<file path="src/rtl/block_sched_if.sv">
// Bundle of requester-side handshake, node-side drive/sample and response signals.
// Pure wiring: no state, no latency.
// Backpressure is carried by req_ready (one-hot accept) and node_rdy (node gating).
interface block_sched_if #(
  parameter int N   = 4,
  parameter int IDW = 2
);
  // Requester side
  logic [N-1:0]    req_valid;
  logic [16*N-1:0] req_data;
  logic [N-1:0]    req_ready;

  // Node side
  logic [3:0]      node_in1;
  logic [3:0]      node_in2;
  logic [3:0]      node_in3;
  logic [3:0]      node_in4;
  logic [3:0]      node_out;
  logic            node_rdy;

  // Response side
  logic            resp_valid;
  logic [IDW-1:0]  resp_id;
  logic [3:0]      resp_data;
  logic            busy;

  // Environment view: requesters plus the node instance
  modport master (
    output req_valid,
    output req_data,
    input  req_ready,
    input  node_in1,
    input  node_in2,
    input  node_in3,
    input  node_in4,
    output node_out,
    output node_rdy,
    input  resp_valid,
    input  resp_id,
    input  resp_data,
    input  busy
  );

  // Scheduler view
  modport slave (
    input  req_valid,
    input  req_data,
    output req_ready,
    output node_in1,
    output node_in2,
    output node_in3,
    output node_in4,
    input  node_out,
    input  node_rdy,
    output resp_valid,
    output resp_id,
    output resp_data,
    output busy
  );
endinterface

</file>
<file path="src/rtl/block_sched.sv">
// Round-robin scheduler sharing one LIF block node among N requesters; tags node output with requester ID.
// Latency: accept in cycle 0, response pulse in cycle HOLD+NODE_LAT+1; back-to-back period HOLD+NODE_LAT+1.
// Backpressure: accepts only in IDLE with node_rdy high; req_ready is a combinational one-hot grant.
module block_sched #(
  parameter int N        = 4,
  parameter int IDW      = 2,
  parameter int HOLD     = 1,
  parameter int NODE_LAT = 2
) (
  input  logic         clk,
  input  logic         rst,
  block_sched_if.slave bus
);

  // Counter only ever holds HOLD-1 or NODE_LAT-1
  localparam int CNT_MAX = (HOLD > NODE_LAT) ? HOLD : NODE_LAT;
  localparam int CW      = (CNT_MAX > 1) ? $clog2(CNT_MAX) : 1;

  localparam logic [IDW:0]   N_W     = (IDW+1)'(N);
  localparam logic [IDW-1:0] LAST_ID = IDW'(N - 1);
  localparam logic [CW-1:0]  HOLD_LD = CW'(HOLD - 1);
  localparam logic [CW-1:0]  LAT_LD  = CW'(NODE_LAT - 1);

  // Elaboration-time parameter sanity
  if (N < 2 || N > 8) begin : g_bad_n
    $error("block_sched: N must be in 2..8");
  end
  if ((1 << IDW) < N) begin : g_bad_idw
    $error("block_sched: IDW too narrow for N");
  end
  if (HOLD < 1 || NODE_LAT < 1) begin : g_bad_lat
    $error("block_sched: HOLD and NODE_LAT must be >= 1");
  end

  typedef enum logic [1:0] {
    S_IDLE = 2'd0,
    S_LOAD = 2'd1,
    S_WAIT = 2'd2
  } state_e;

  state_e          state_q;
  logic [IDW-1:0]  ptr_q;
  logic [IDW-1:0]  gid_q;
  logic [CW-1:0]   cnt_q;
  logic [15:0]     node_in_q;
  logic            resp_valid_q;
  logic [IDW-1:0]  resp_id_q;
  logic [3:0]      resp_data_q;
  logic            busy_q;

  logic            gnt_vld;
  logic [IDW-1:0]  gnt_idx;
  logic [IDW:0]    srch;
  logic [15:0]     gnt_dat;
  logic            accept;
  logic [IDW-1:0]  ptr_d;
  logic [N-1:0]    req_ready_d;

  // Round-robin search: first valid requester at or after ptr, wrapping within 0..N-1
  always_comb begin
    gnt_vld = 1'b0;
    gnt_idx = '0;
    srch    = '0;
    for (int k = 0; k < N; k++) begin
      srch = {1'b0, ptr_q} + (IDW+1)'(k);
      if (srch >= N_W) begin
        srch = srch - N_W;
      end
      if (!gnt_vld && bus.req_valid[srch[IDW-1:0]]) begin
        gnt_vld = 1'b1;
        gnt_idx = srch[IDW-1:0];
      end
    end
  end

  // Select the granted requester's 16-bit spike bundle
  always_comb begin
    gnt_dat = '0;
    for (int i = 0; i < N; i++) begin
      if (gnt_idx == IDW'(i)) begin
        gnt_dat = bus.req_data[16*i +: 16];
      end
    end
  end

  // Acceptance is gated by state, node readiness and reset; pointer advances past the winner
  always_comb begin
    accept = (state_q == S_IDLE) && bus.node_rdy && !rst && gnt_vld;
    ptr_d  = (gnt_idx == LAST_ID) ? '0 : gnt_idx + IDW'(1);
    req_ready_d = '0;
    for (int i = 0; i < N; i++) begin
      req_ready_d[i] = accept && (gnt_idx == IDW'(i));
    end
  end

  // Scheduler FSM: IDLE grants, LOAD drives the node, WAIT zeroes it and samples the result
  always_ff @(posedge clk) begin
    if (rst) begin
      state_q      <= S_IDLE;
      ptr_q        <= '0;
      gid_q        <= '0;
      cnt_q        <= '0;
      node_in_q    <= '0;
      resp_valid_q <= 1'b0;
      resp_id_q    <= '0;
      resp_data_q  <= '0;
      busy_q       <= 1'b0;
    end else begin
      resp_valid_q <= 1'b0;
      case (state_q)
        S_IDLE: begin
          if (accept) begin
            node_in_q <= gnt_dat;
            gid_q     <= gnt_idx;
            ptr_q     <= ptr_d;
            cnt_q     <= HOLD_LD;
            state_q   <= S_LOAD;
            busy_q    <= 1'b1;
          end
        end
        S_LOAD: begin
          if (cnt_q == '0) begin
            // Drop the inputs so the neuron integrates the bundle only once
            node_in_q <= '0;
            cnt_q     <= LAT_LD;
            state_q   <= S_WAIT;
          end else begin
            cnt_q <= cnt_q - CW'(1);
          end
        end
        S_WAIT: begin
          if (cnt_q == '0) begin
            resp_data_q  <= bus.node_out;
            resp_id_q    <= gid_q;
            resp_valid_q <= 1'b1;
            state_q      <= S_IDLE;
            busy_q       <= 1'b0;
          end else begin
            cnt_q <= cnt_q - CW'(1);
          end
        end
        default: begin
          state_q   <= S_IDLE;
          node_in_q <= '0;
          busy_q    <= 1'b0;
        end
      endcase
    end
  end

  assign bus.req_ready  = req_ready_d;
  assign bus.node_in1   = node_in_q[3:0];
  assign bus.node_in2   = node_in_q[7:4];
  assign bus.node_in3   = node_in_q[11:8];
  assign bus.node_in4   = node_in_q[15:12];
  assign bus.resp_valid = resp_valid_q;
  assign bus.resp_id    = resp_id_q;
  assign bus.resp_data  = resp_data_q;
  assign bus.busy       = busy_q;

  // At most one requester is granted, and only while idle
  a_rr_onehot: assert property (@(posedge clk) $onehot0(bus.req_ready));
  a_rr_idle:   assert property (@(posedge clk) (bus.req_ready != '0) |-> (state_q == S_IDLE));
  // Responses are single-cycle pulses
  a_resp_pulse: assert property (@(posedge clk) disable iff (rst) resp_valid_q |=> !resp_valid_q);

endmodule

</file>
<file path="src/flat_wrapper.sv">
// flat-port wrapper written by rule: the top's interface ports become plain ports
module block_sched_flat 
#(
  parameter int N        = 4,
  parameter int IDW      = 2,
  parameter int HOLD     = 1,
  parameter int NODE_LAT = 2
)
  (clk, rst, bus_req_valid, bus_req_data, bus_req_ready, bus_node_in1, bus_node_in2, bus_node_in3, bus_node_in4, bus_node_out, bus_node_rdy, bus_resp_valid, bus_resp_id, bus_resp_data, bus_busy);
  block_sched_if #(.N(N), .IDW(IDW)) bus_i ();
  input  logic clk;
  input  logic rst;
  input wire logic [$bits(bus_i.req_valid)-1:0] bus_req_valid;
  input wire logic [$bits(bus_i.req_data)-1:0] bus_req_data;
  output wire logic [$bits(bus_i.req_ready)-1:0] bus_req_ready;
  output wire logic [$bits(bus_i.node_in1)-1:0] bus_node_in1;
  output wire logic [$bits(bus_i.node_in2)-1:0] bus_node_in2;
  output wire logic [$bits(bus_i.node_in3)-1:0] bus_node_in3;
  output wire logic [$bits(bus_i.node_in4)-1:0] bus_node_in4;
  input wire logic [$bits(bus_i.node_out)-1:0] bus_node_out;
  input wire logic [$bits(bus_i.node_rdy)-1:0] bus_node_rdy;
  output wire logic [$bits(bus_i.resp_valid)-1:0] bus_resp_valid;
  output wire logic [$bits(bus_i.resp_id)-1:0] bus_resp_id;
  output wire logic [$bits(bus_i.resp_data)-1:0] bus_resp_data;
  output wire logic [$bits(bus_i.busy)-1:0] bus_busy;
  assign bus_i.req_valid = bus_req_valid;
  assign bus_i.req_data = bus_req_data;
  assign bus_req_ready = bus_i.req_ready;
  assign bus_node_in1 = bus_i.node_in1;
  assign bus_node_in2 = bus_i.node_in2;
  assign bus_node_in3 = bus_i.node_in3;
  assign bus_node_in4 = bus_i.node_in4;
  assign bus_i.node_out = bus_node_out;
  assign bus_i.node_rdy = bus_node_rdy;
  assign bus_resp_valid = bus_i.resp_valid;
  assign bus_resp_id = bus_i.resp_id;
  assign bus_resp_data = bus_i.resp_data;
  assign bus_busy = bus_i.busy;
  block_sched #(.N(N), .IDW(IDW), .HOLD(HOLD), .NODE_LAT(NODE_LAT)) u_core (.clk(clk), .rst(rst), .bus(bus_i));
endmodule
</file>
<file path="config.mk">
export PLATFORM = sky130hd
export DESIGN_NAME = block_sched_flat
export DESIGN_NICKNAME = d
export VERILOG_FILES = /design/src/rtl/block_sched_if.sv /design/src/rtl/block_sched.sv /design/src/flat_wrapper.sv
export SDC_FILE = /design/constraint.sdc
export NUM_CORES = 1
export LEC_CHECK = 0
export BUFFER_PORTS_ARGS = -buffer_cell sky130_fd_sc_hd__buf_4
export CORE_ASPECT_RATIO = 0.75
export CORE_MARGIN = 3
export CORE_UTILIZATION = 42
export DETAILED_ROUTE_END_ITERATION = 12
export PLACE_DENSITY = 0.8
export SLEW_MARGIN = 20
export SYNTH_ARGS = -nofsm -noshare
export SYNTH_HDL_FRONTEND = slang
export SYNTH_SLANG_ARGS = --single-unit
</file>
<file path="constraint.sdc">
create_clock -name clk -period 3.2 [get_ports clk]
set_input_delay 0.32 -clock clk [delete_from_list [all_inputs] [get_ports clk]]
set_output_delay 0.32 -clock clk [all_outputs]
set_load 0.01 [all_outputs]
</file>
**Word level (Yosys, flattened, before mapping)**

Index checks and enable logic that the tools add are counted.

- Output and inout bits: 28
- Register bits: 31

- Equality and inequality tests: 8
- $add $sub $neg: 9
- Mux-type cells: 40
- Bitwise logic cells: 3
- Reduce and logical (&&, ||, !) cells: 24
- Order comparisons: 8

Operators by type and width:

| cell | count |
|---|---|
| 2-to-1 mux 16 bit | 6 |
| one-hot mux 16 bit (3 select lines) | 1 |
| 2-to-1 mux 2 bit | 12 |
| 2-to-1 mux 1 bit | 14 |
| less-than comparator 2 x 3 -> 1 bit (second input constant) | 4 |
| logical AND 1 bit | 10 |
| >= comparator 3 bit (second input constant) | 3 |
| AND reduction 3 bit | 3 |
| binary-select mux 1 bit (select 2 bit) | 4 |
| subtractor 2 x 1 -> 2 bit (second input constant) | 4 |
| adder 2 x 2 -> 3 bit (second input constant) | 2 |
| == test 2 bit (second input constant) | 3 |
| one-hot mux 1 bit (3 select lines) | 2 |
| one-hot mux 2 bit (3 select lines) | 1 |
| AND reduction 2 bit | 3 |
| == test 2 x 1 -> 1 bit (second input constant) | 2 |
| logical NOT 1 bit | 4 |
| logical NOT 2 bit | 2 |
| != test 2 bit (second input constant) | 2 |
| adder 2 x 1 -> 3 bit (second input constant) | 1 |
| >= comparator 2 x 3 -> 1 bit (second input constant) | 1 |
| NOT 1 bit | 3 |
| nonzero test 3 bit | 1 |
| adder 2 x 1 -> 2 bit (second input constant) | 1 |
| 3 further kinds | 3 |

**Depth between registers and ports, before layout**

Gate-level depths: netlist of the first run.

- Depth in word-level cells: 21
- Mapped depth: 10

**Least setup slack after synthesis of the first run**

No wires, ideal clock.

- Path kind: flip-flop to flip-flop
- From: register u_core.ptr_q[1]
- To: register u_core.node_in_q[10]
- Arrival: 2.302 ns
- Cell stages (with the launch flop): 11
- Buffers on the path: 2
- Setup time: 0.127 ns
- Data required time: 3.073 ns
- Setup slack: 0.771 ns
- Path through: dfxtp_1 mux2i_1 nor2_1 nor4_1 inv_1 ha_1 or2_2 clkbuf_1 clkbuf_1 a221oi_1 o21ai_0

- Cells in the longest elaborated chain, start to end: 21
- Elaborated cells on any way between the ends: 50
- Those cells by class: add/sub: 7; order compare: 4; eq/ne: 4; mux: 26; reduce/logical: 9

Ends and longest elaborated chain:

| what | line | text |
|---|---|---|
| start: declaration | block_sched.sv:42 | `logic [IDW-1:0] ptr_q;` |
| start signal: assignment | block_sched.sv:115 | `ptr_q <= ptr_d;` |
| parallel branches: the longest is 13 deep, another holds adder 2 x 1 -> 3 bit | n/a |  |
| 2-to-1 mux 2 bit * | block_sched.sv:69 | `if (!gnt_vld && bus.req_valid[srch[IDW-1:0]]) begin` |
| net u_core.gnt_idx[0] | block_sched.sv:52 | `logic [IDW-1:0] gnt_idx;` |
| logical NOT 2 bit | block_sched.sv:80 | `if (gnt_idx == IDW'(i)) begin` |
| 2-to-1 mux 16 bit (3 in series) | block_sched.sv:80 |  |
| 2-to-1 mux 16 bit * | block_sched.sv:80 |  |
| 2-to-1 mux 16 bit * | block_sched.sv:112 | `if (accept) begin` |
| one-hot mux 16 bit (3 select lines) * | block_sched.sv:110 | `case (state_q)` |
| end signal: assignment | block_sched.sv:113 | `node_in_q <= gnt_dat;` |
| end: declaration | block_sched.sv:45 | `logic [15:0] node_in_q;` |

Mark *: on every way through the listed nets, which the timed path passes. The select of a mux whose other input is x is not followed.
A chain may end at the register's enable or synchronous reset.

**Worst setup path in the final report of the first run**

- From: register u_core.ptr_q[1]
- To: register u_core.node_in_q[14]

The elaborated chain is that of the path after synthesis.

==> metrics.md, run 1 <==
| Metric | Value |
|---|---|
| Largest net degree at the start of global routing | `19` |
| Crit path max-delay cell type | `nor4_1` |
| Area of the mapped netlist | `about 1600 um^2` |
| Setup-failing EPs final | `0` |
| Fmax | `0.365 GHz` |
| Post-Syn Instances | `187` |
| Routed WL | `approximately 5500 um` |
| Mean Syn Cell Area | `8.47 um^2` |
| Relative slew slack | `35.9%` |
| Worst skew pair latency | `approximately 290 ps` |
| Warnings, synthesis | `0` |
| Cts hold-fix bufs | `0` |
| CP required | `between 3000 and 4000 ps` |
| CP arrival | `~2900 ps` |
| Synth Flop Type | `dfxtp_1` |
| Clk sink count | `31` |
| RSZ-0062 raised after global routing | `false` |
| Clock slew at the register clock pins of the worst setup and hold paths | `about 70 ps` |
| Asr flop ratio synth | `0%` |
| Synth cell types | `34` |
| Synth area leaders | `dfxtp_1 (39%), a221oi_1 (8.3%), o221ai_1 (8.3%)` |
| Outcome | `finished clean` |
| IO Pins | `between 100 and 150` |
| CTS tree | `built` |
| Synth Register Bits | `31` |
| CP max stage delay | `approximately 540 ps` |
| # diodes | `0` |
| Row cnt | `18` |
| 1st-pass router iterations | `4` |
| # Post-CTS Setup Buffers | `0` |
| Vias in the first global route | `roughly 1700` |
| Startpoint types | `flop` |
| Internal reg-to-reg setup slack | `about 460 ps` |
| Routed via count | `1850` |
| Critical path cell sequence | `mux2i_1 -> nor2_1 -> nor4_1 -> inv_1 -> ha_1 -> or2_2 -> a21oi_1 -> o21ai_0 -> a32o_1` |
| Final RePlAce weighted congestion | `0.813` |
| Post_cts resized | `0` |
| Horiz. Die Dim | `around 77 um` |
| Hold WS | `about 270 ps` |
| Chip height | `59.2 um` |
| Grt total ovfl | `0` |
| Initial antenna violation count | `0` |
| HPWL Detailed | `4140 um` |
| Max-slew violations | `0` |
| Top cell type by total area after synthesis | `dfxtp_1` |
| Total Nets Final | `approximately 370` |
| Via-per-instance ratio | `approximately 5.5` |
| Clock Root Buffer | `clkbuf_8` |
| Worst VDD drop | `about 0.00037 V` |
| Synth Net Count | `266` |
| Total power | `approximately 1.1 mW` |
| DR iter-0 viols | `~170` |
| Tmin final | `2740 ps` |
| Number of remaining DRC errors | `0` |
| Synth top area share | `39.2%` |
| Worst-Margin Slew | `around 950 ps` |
| Number of synthesized flops with an enable pin | `0` |
| Setup Skew | `between 7 and 8 ps` |
| Core area | `between 3000 and 4000 um^2` |
| Setup TNS Final | `0 ps` |
| PD cells | `454 nW/um^2` |
| P&R area growth vs syn | `58.8%` |
| Worst Hold Class | `in2reg` |
| Clock buffer count from CTS | `5` |
| IO Port Bufs | `a little over 100` |
| Initial core utilization | `between 40% and 50%` |
| Clock buffer depth | `2` |
| CTS H-tree lvls | `2` |
| CP Class | `reg2reg` |
| Worst setup EP type | `flop` |
| First-pass GRT wire length | `about 8300 um` |
| Full die area | `around 4600 um^2` |
| Bufs and invs on worst path | `1` |
| Lkg Pwr | `around 1.1 nW` |
| Share of cells above drive strength 1 | `between 40% and 50%` |
| Period utilisation layout | `85.7%` |
| Final number of hold-violating endpoints | `0` |
| Max-cap violations | `0` |
| Post-synthesis sequential area ratio | `between 30% and 40%` |
| Aggregate global-route resource usage | `23.4%` |
| CP Max Fanout | `16` |
| Antenna Nets Post-Route | `0` |
| Worst path top cell family by delay | `simple AND/OR/NAND/NOR gates` |
| Avg WL per Cell | `around 16 um` |
-- final timing paths --
path                             from                 endpoint  cells past startpoint
setup / recovery      u_core.ptr_q[1]     u_core.node_in_q[14]                      9
hold / removal        bus_node_out[3]  u_core.bus.resp_data[3]                      3
setup reg to reg      u_core.ptr_q[1]     u_core.node_in_q[14]                      9
hold reg to reg   u_core.node_in_q[4]      u_core.node_in_q[4]                      2
-- final cells by class --
class,count,area (um^2)
sequential,31,621
fill,277,930
inverter,6,22.5
clock inverter,2,35.0
clock buffer,6,82.6
tap,50,62.6
multi-input combinational,135,890
timing repair buffer,107,803
-- state kept, by name, indices dropped and copies added, names as in the netlist --
register,flops
u_core.cnt_q,1
u_core.bus.busy,1
u_core.gid_q,2
u_core.state_q,2
u_core.bus.resp_id,2
u_core.node_in_q,16
u_core.bus.resp_valid,1
u_core.ptr_q,2
u_core.bus.resp_data,4
-- routing by layer --
layer	up-vias	global-route usage (%)	wire length [um]
li1	903	-	-
met1	864	29.6	2310
met2	76	39.7	2690
met3	7	4.71	403
met4	0	9.04	78
met5	-	0	0
-- metrics by stage --
stage / instance area, um^2 / utilization (%) / worst slack, ps / cells
2_1_floorplan: 1580 / - / 771 / 187
3_3_place_gp: 2400 / 69.6 / 718 / 329
5_1_grt: 2520 / 73.0 / 294 / 337
4_1_cts: 2520 / 73.0 / 475 / 337
3_5_place_dp: 2400 / 69.6 / 502 / 329
6_report: 2520 / 73.0 / 457 / 337
-- power breakdown --
| part | total (mW) | switching [mW] | leakage, nW | internal (mW) |
|---|---|---|---|---|
| clock | 0.401 | 0.149 | 0.0612 | 0.252 |
| combinational | 0.304 | 0.146 | 0.785 | 0.158 |
| sequential | 0.438 | 0.0213 | 0.253 | 0.416 |
| total | 1.14 | 0.317 | 1.10 | 0.826 |
-- synth_stat cells (all sizes together) (2+ instances only) --
master	number
o21ai	19
or4	2
nand2b	3
and2	4
clkbuf	14
nor2b	3
mux2i	7
ha	4
nor2	11
a221oi	15
nand3	3
o221ai	15
inv	5
dfxtp	31
nand2	24
nor4	3
a21oi	9
-- placed cells by master (no fill, tap or decap), drive strengths merged, types with 2 or more instances in the layout --
cell | netlist | routed
buf | 1 | 107
dfxtp | 31 | 31
nand2 | 24 | 24
o21ai | 19 | 19
a221oi | 15 | 15
o221ai | 15 | 15
nor2 | 11 | 11
a21oi | 9 | 9
mux2i | 7 | 7
clkbuf | 14 | 6
inv | 5 | 5
and2 | 4 | 4
ha | 4 | 4
nand2b | 3 | 3
nor2b | 3 | 3
nand3 | 3 | 3
nor4 | 3 | 3
clkinv | 1 | 2
or4 | 2 | 2
-- worst min-delay path, delay by kind of cell --
family / cells / cell delay (ps)
and+or+nand+nor: 1 / 80
muxes: 1 / 50
buffers and inverters: 1 / 80
-- cell families after synthesis --
group	after synthesis	synth area share (%)
compound gates	65	29.9
fa+ha+maj	4	3.16
buf+inv	21	5.05
flops	31	39.2
mux	7	4.42
simple gates	59	18.2
Note: power is estimated with default switching activity, not from simulation.
==> run 2: changes to the inputs <==
- BUFFER_PORTS_ARGS: -buffer_cell sky130_fd_sc_hd__buf_4 -> default
- CORE_ASPECT_RATIO: 0.75 -> 1.25
- CORE_UTILIZATION: 42 -> 55
- DONT_BUFFER_PORTS: default -> 1
- PLACE_DENSITY: 0.8 -> 0.73
- clock period: 3.2 -> 2.4 ns (I/O delays scaled with it)
==> metrics.md, run 2 (synthesis gave the netlist of run 1 again) <==
| Metric | Value |
|---|---|
| Max-cap violations | `0 (unchanged)` |
| Met2 routed WL | `2190 um (was 2690 um)` |
| CP Max Fanout | `16 (unchanged)` |
| Horiz. Die Dim | `54 um (was 76.9 um)` |
| Max-slew violations | `0 (unchanged)` |
| Clk sink count | `31 (unchanged)` |
| Outcome | `finished clean (unchanged)` |
| Initial antenna violation count | `0 (unchanged)` |
| Share of cells above drive strength 1 | `14.9% (was 42.2%)` |
| DR iter-0 viols | `39 (was 167)` |
| 1st-pass router iterations | `5 (was 4)` |
| Antenna Nets Post-Route | `0 (unchanged)` |
| WL met3 | `356 um (was 403 um)` |
| Aggregate global-route resource usage | `24.5% (was 23.4%)` |
| CP Class | `reg2out (was reg2reg)` |
| HPWL Detailed | `3120 um (was 4140 um)` |
| Startpoint types | `flop (unchanged)` |
| Tmin final | `~2200 ps` |
| Hold path startpoint | `bus_node_out[0] (was bus_node_out[3])` |
| CP arrival | `1970 ps (was 2920 ps)` |
| CTS tree | `built (unchanged)` |
| Routed via count | `1468 (was 1850)` |
| Initial core utilization | `58.5% (was 46.0%)` |
| Vias in the first global route | `1444 (was 1712)` |
| Commonest non-fill, non-tap cell in the layout | `dfxtp_1 (was buf_4)` |
| RSZ-0062 raised after global routing | `false (unchanged)` |
| Largest net degree at the start of global routing | `22 (was 19)` |
| Setup TNS Final | `0 ps (unchanged)` |
| Full die area | `3560 um^2 (was 4550 um^2)` |
| Final number of hold-violating endpoints | `0 (unchanged)` |
| # diodes | `0 (unchanged)` |
| Clock Root Buffer | `clkbuf_4 (was clkbuf_8)` |
| Row cnt | `21 (was 18)` |
| PD cells | `688 nW/um^2 (was 454 nW/um^2)` |
| IO Pins | `103 (unchanged)` |
| Grt total ovfl | `0 (unchanged)` |
| Core area | `2710 um^2 (was 3450 um^2)` |
| Worst VDD drop | `0.000458 V (was 0.000369 V)` |
| Fmax | `between 0.4 and 0.5 GHz` |
| Crit Reg-Reg Startpoint | `u_core.ptr_q[0] (was u_core.ptr_q[1])` |
| Worst setup EP type | `output pin (was flop)` |
| Lkg Pwr | `0.588 nW (was 1.10 nW)` |
| Relative slew slack | `60.3% (was 35.9%)` |
| Hold WS | `62.6 ps (was 272 ps)` |
| Clock buffer depth | `2 (unchanged)` |
| First-pass GRT wire length | `6410 um (was 8270 um)` |
| Setup Skew | `8.29 ps (was 7.21 ps)` |
| CP required | `2160 ps (was 3370 ps)` |
| Worst setup startpoint | `u_core.ptr_q[1] (unchanged)` |
| Setup-failing EPs final | `0 (unchanged)` |
| Worst skew pair latency | `330 ps (was 290 ps)` |
| P&R area growth vs syn | `10.2% (was 58.8%)` |
| Avg WL per Cell | `18.5 um (was 16.2 um)` |
| Routed WL | `4100 um (was 5470 um)` |
| CTS H-tree lvls | `2 (unchanged)` |
| Top Layer Used | `met4 (unchanged)` |
| Clock buffer count from CTS | `5 (unchanged)` |
| Final RePlAce weighted congestion | `0.819 (was 0.813)` |
| Number of remaining DRC errors | `0 (unchanged)` |
| Worst Hold Class | `in2reg (unchanged)` |
| Clock slew at the register clock pins of the worst setup and hold paths | `100 ps (was 70 ps)` |
| Met1 wire length | `1490 um (was 2310 um)` |
| Most flops, register | `u_core.node_in_q (unchanged)` |
| Chip height | `66 um (was 59.2 um)` |
| Period utilisation layout | `between 90% and 100%` |
| Total Nets Final | `266 (was 365)` |
| Worst-Margin Slew | `589 ps (was 954 ps)` |
| IO Port Bufs | `0 (was 102)` |
| Max reg flops | `16 (unchanged)` |
| Most frequent cells in the layout | `dfxtp_1 (30), nand2_1 (23), o21ai_0 (19) (was buf_4 (107), dfxtp_1 (31), nand2_1 (24))` |
| Via-per-instance ratio | `6.61 (was 5.49)` |
## run 2: critical path, cell delays in order (launching register included)
cell and delay [ps]:
dfxtp_4 390, mux2i_1 190, nor2_1 80, nor4_2 250, buf_4 170, ha_2 210
inv_2 50, buf_6 150, nor2_4 140
## run 2: worst paths after layout
| kind | end | slack [ps] | cells after the start |
|---|---|---|---|
| setup / recovery | bus_req_ready[3] | 190 | 8 |
| hold / removal | u_core.bus.resp_data[0] | 60 | 2 |
| setup reg to reg | u_core.node_in_q[14] | 230 | 9 |
| hold reg to reg | u_core.gid_q[0] | 480 | 2 |
## run 2: repair_timing
action / CTS / global route
endpoints found under the hold margin: 12 / 0
pin swaps: 0 / 2
setup endpoints to repair: 17 / 18
buffers inserted: 0 / 2
resized for setup: 4 / 7
hold buffers: 1 / 0
## run 2: final cells by class
cell class | instances | area [um^2]
clock buffers | 7 | 65.1
clock inverters | 1 | 7.51
fillers | 237 | 961
inverters | 6 | 22.5
multi-input cells | 135 | 913
flip-flops and latches | 31 | 624
well taps | 34 | 42.5
repair buffers | 8 | 70.1
## run 2: power breakdown
group	total (mW)	internal, mW	switching (mW)
Sequential	0.604	0.555	0.0492
Clock	0.353	0.171	0.182
Combinational	0.244	0.108	0.136
Total	1.20	0.834	0.367
## run 2: through the flow
step | instance area, um^2 | setup slack, ps | utilization (%) | power, mW | cells
2_1_floorplan | 1590 | 64.2 | - | 0.790 | 187
3_3_place_gp | 1620 | 53.7 | 59.8 | 0.829 | 211
3_5_place_dp | 1620 | -72.0 | 59.8 | 0.839 | 211
4_1_cts | 1710 | 32.2 | 63.3 | 1.20 | 220
5_1_grt | 1750 | 2.43 | 64.5 | 1.28 | 222
6_report | 1750 | 194 | 64.5 | 1.20 | 222
## run 2: routing by layer
layer,vias to the layer above,GRT usage [%]
li1,708,-
met1,680,25.6
met2,74,43.9
met3,6,6.77
met4,0,10.6
met5,-,0
==> run 3: changes to the inputs <==
- CORE_ASPECT_RATIO: 1.25 -> 0.7
==> metrics.md, run 3 (synthesis gave the netlist of run 1 again) <==
| Metric | Value |
|---|---|
| # diodes | `0 (unchanged)` |
| Antenna Nets Post-Route | `0 (unchanged)` |
| First-pass GRT wire length | `6980 um (was 6410 um)` |
| CP arrival | `2030 ps (was 1970 ps)` |
| P&R area growth vs syn | `13.2% (was 10.2%)` |
| Startpoint types | `flop (unchanged)` |
| Worst Setup EP | `bus_req_ready[3] (unchanged)` |
| PD cells | `703 nW/um^2 (was 688 nW/um^2)` |
| Initial antenna violation count | `0 (unchanged)` |
| Initial core utilization | `61.2% (was 58.5%)` |
| Grt total ovfl | `0 (unchanged)` |
| Aggregate global-route resource usage | `24.8% (was 24.5%)` |
| Most flops, register | `u_core.node_in_q (unchanged)` |
| Vias in the first global route | `1451 (was 1444)` |
| Setup-failing EPs final | `0 (unchanged)` |
| Total power | `1.26 mW (was 1.20 mW)` |
| CP dominant cell by count | `buf_4` |
| Lkg Pwr | `0.612 nW (was 0.588 nW)` |
| 1st-pass router iterations | `5 (unchanged)` |
| Worst-Margin Slew | `598 ps (was 589 ps)` |
| Crit Reg-Reg Startpoint | `u_core.ptr_q[1] (was u_core.ptr_q[0])` |
| Avg WL per Cell | `20.1 um (was 18.5 um)` |
| Worst VDD drop | `0.000468 V (was 0.000458 V)` |
| CP Class | `reg2out (unchanged)` |
| CP Max Fanout | `16 (unchanged)` |
| Crit path max-delay cell type | `dfxtp_2 (was dfxtp_4)` |
| CP max stage delay | `380 ps (was 390 ps)` |
| Worst Hold Class | `in2reg (unchanged)` |
| CP required | `2160 ps (about the same)` |
| Full die area | `3570 um^2 (was 3560 um^2)` |
| DR iter-0 viols | `150 (was 39)` |
| Final RePlAce weighted congestion | `0.758 (was 0.819)` |
| Setup Skew | `6.14 ps (was 8.29 ps)` |
| Share of cells above drive strength 1 | `14.3% (was 14.9%)` |
| Chip height | `50.9 um (was 66 um)` |
| Clock buffer depth | `2 (unchanged)` |
| Worst setup EP type | `output pin (unchanged)` |
| Commonest non-fill, non-tap cell in the layout | `dfxtp_1 (unchanged)` |
| Max-slew violations | `0 (unchanged)` |
| Worst skew pair latency | `270 ps (was 330 ps)` |
| Clock Root Buffer | `clkbuf_8 (was clkbuf_4)` |
| Clock buffer count from CTS | `5 (unchanged)` |
| Period utilisation layout | `94.8% (was 91.9%)` |
| Worst reg-to-reg path cell count | `10 (was 9)` |
| Number of remaining DRC errors | `0 (unchanged)` |
| Terminus of the critical flop-to-flop path | `u_core.node_in_q[11] (was u_core.node_in_q[14])` |
| Routed via count | `1523 (was 1468)` |
| Largest net degree at the start of global routing | `22 (unchanged)` |
| Max-cap violations | `0 (unchanged)` |
| Final number of hold-violating endpoints | `0 (unchanged)` |
| Total Nets Final | `267 (was 266)` |
| Critical path cell sequence | `nand2b_1 -> a21oi_1 -> nor4_2 -> buf_4 -> ha_1 -> clkinv_1 -> buf_4 -> nor2_4 (was mux2i_1 -> nor2_1 -> nor4_2 -> buf_4 -> ha_2 -> inv_2 -> buf_6 -> nor2_4)` |
| Most frequent cells in the layout | `dfxtp_1 (30), nand2_1 (24), o21ai_0 (19) (was dfxtp_1 (30), nand2_1 (23), o21ai_0 (19))` |
| Horiz. Die Dim | `70.1 um (was 54 um)` |
| HPWL Detailed | `3350 um (was 3120 um)` |
| Outcome | `finished clean (unchanged)` |
| Core area | `2590 um^2 (was 2710 um^2)` |
| CTS H-tree lvls | `2 (unchanged)` |
| Bufs and invs on worst path | `3 (unchanged)` |
| Max reg flops | `16 (unchanged)` |
| Worst setup startpoint | `u_core.ptr_q[1] (unchanged)` |
| IO Port Bufs | `0 (unchanged)` |
| Via-per-instance ratio | `6.83 (was 6.61)` |
| Routed WL | `4480 um (was 4100 um)` |
| Clock slew at the register clock pins of the worst setup and hold paths | `70 ps (was 100 ps)` |
| Tmin final | `2270 ps (was 2210 ps)` |
| Fmax | `0.440 GHz (was 0.453 GHz)` |
| Internal reg-to-reg setup slack | `140 ps (was 230 ps)` |
| Hold WS | `22.3 ps (was 62.6 ps)` |
| Worst path top cell family by delay | `simple AND/OR/NAND/NOR gates (unchanged)` |
| Clk sink count | `31 (unchanged)` |
| IO Pins | `103 (unchanged)` |
| WP depth | `8 (unchanged)` |
| CTS tree | `built (unchanged)` |
| Relative slew slack | `60.1% (was 60.3%)` |
| Row cnt | `15 (was 21)` |
## run 3: layout make-up
class / instances / area [um^2]
Tap cell: 34 / 42.5
Timing Repair Buffer: 9 / 95.1
Sequential cell: 31 / 622
Inverter: 6 / 22.5
Fill cell: 210 / 797
Clock inverter: 2 / 12.5
Multi-Input combinational cell: 135 / 926
Clock buffer: 6 / 72.6
## run 3: worst min-delay path by stage
stage | startpoint | endpoint | slack, ps | depth (start not counted)
CTS | rst | u_core.gid_q[0] | 10 | 1
finish | rst | u_core.ptr_q[1] | 20 | 1
detailed placement | rst | u_core.gid_q[0] | 310 | 1
global route | rst | u_core.state_q[1] | 8 | 1
global placement | rst | u_core.gid_q[0] | 310 | 1
floorplan | rst | u_core.cnt_q | 310 | 1
## run 3: where the power goes
group	switching, mW	internal (mW)	leakage, nW
combinational	0.145	0.122	0.317
clock	0.186	0.202	0.0412
sequential	0.0503	0.556	0.253
## run 3: worst reg2reg max path: stages, from the launching register on
cell and delay, ps:
dfxtp_2 380, nand2b_1 120, a21oi_1 100, nor4_2 310, buf_4 170, inv_1 50, ha_1 210, or2_4 290
buf_12 150, a221oi_1 220, o21ai_0 140
## run 3: metal layers
layer | global-route usage [%] | vias up | share of wire (%)
li1 | - | 704 | -
met4 | 7.64 | 0 | 1.1
met3 | 8.84 | 6 | 12
met5 | 0 | - | 0
met2 | 41.4 | 112 | 46
met1 | 30.3 | 701 | 41
## run 3: metrics by stage
stage	worst slack (ps)	area (um^2)	instances	utilization [%]	setup TNS (ps)
floorplan	64.2	1590	187	-	0
global placement	65.6	1660	213	64.1	0
detailed placement	-112	1660	213	64.1	-868
CTS	42.5	1750	222	67.7	0
global route	-1.85	1790	223	69.2	-1.85
finish	126	1790	223	69.2	0
## run 3: timing repair
item | CTS | global route
gates resized for setup | 1 | 7
setup buffers | 1 | 0
pin swaps | 1 | 0
setup endpoints to repair | 17 | 17
endpoints found under the hold margin | 0 | 1
hold buffers | 0 | 1
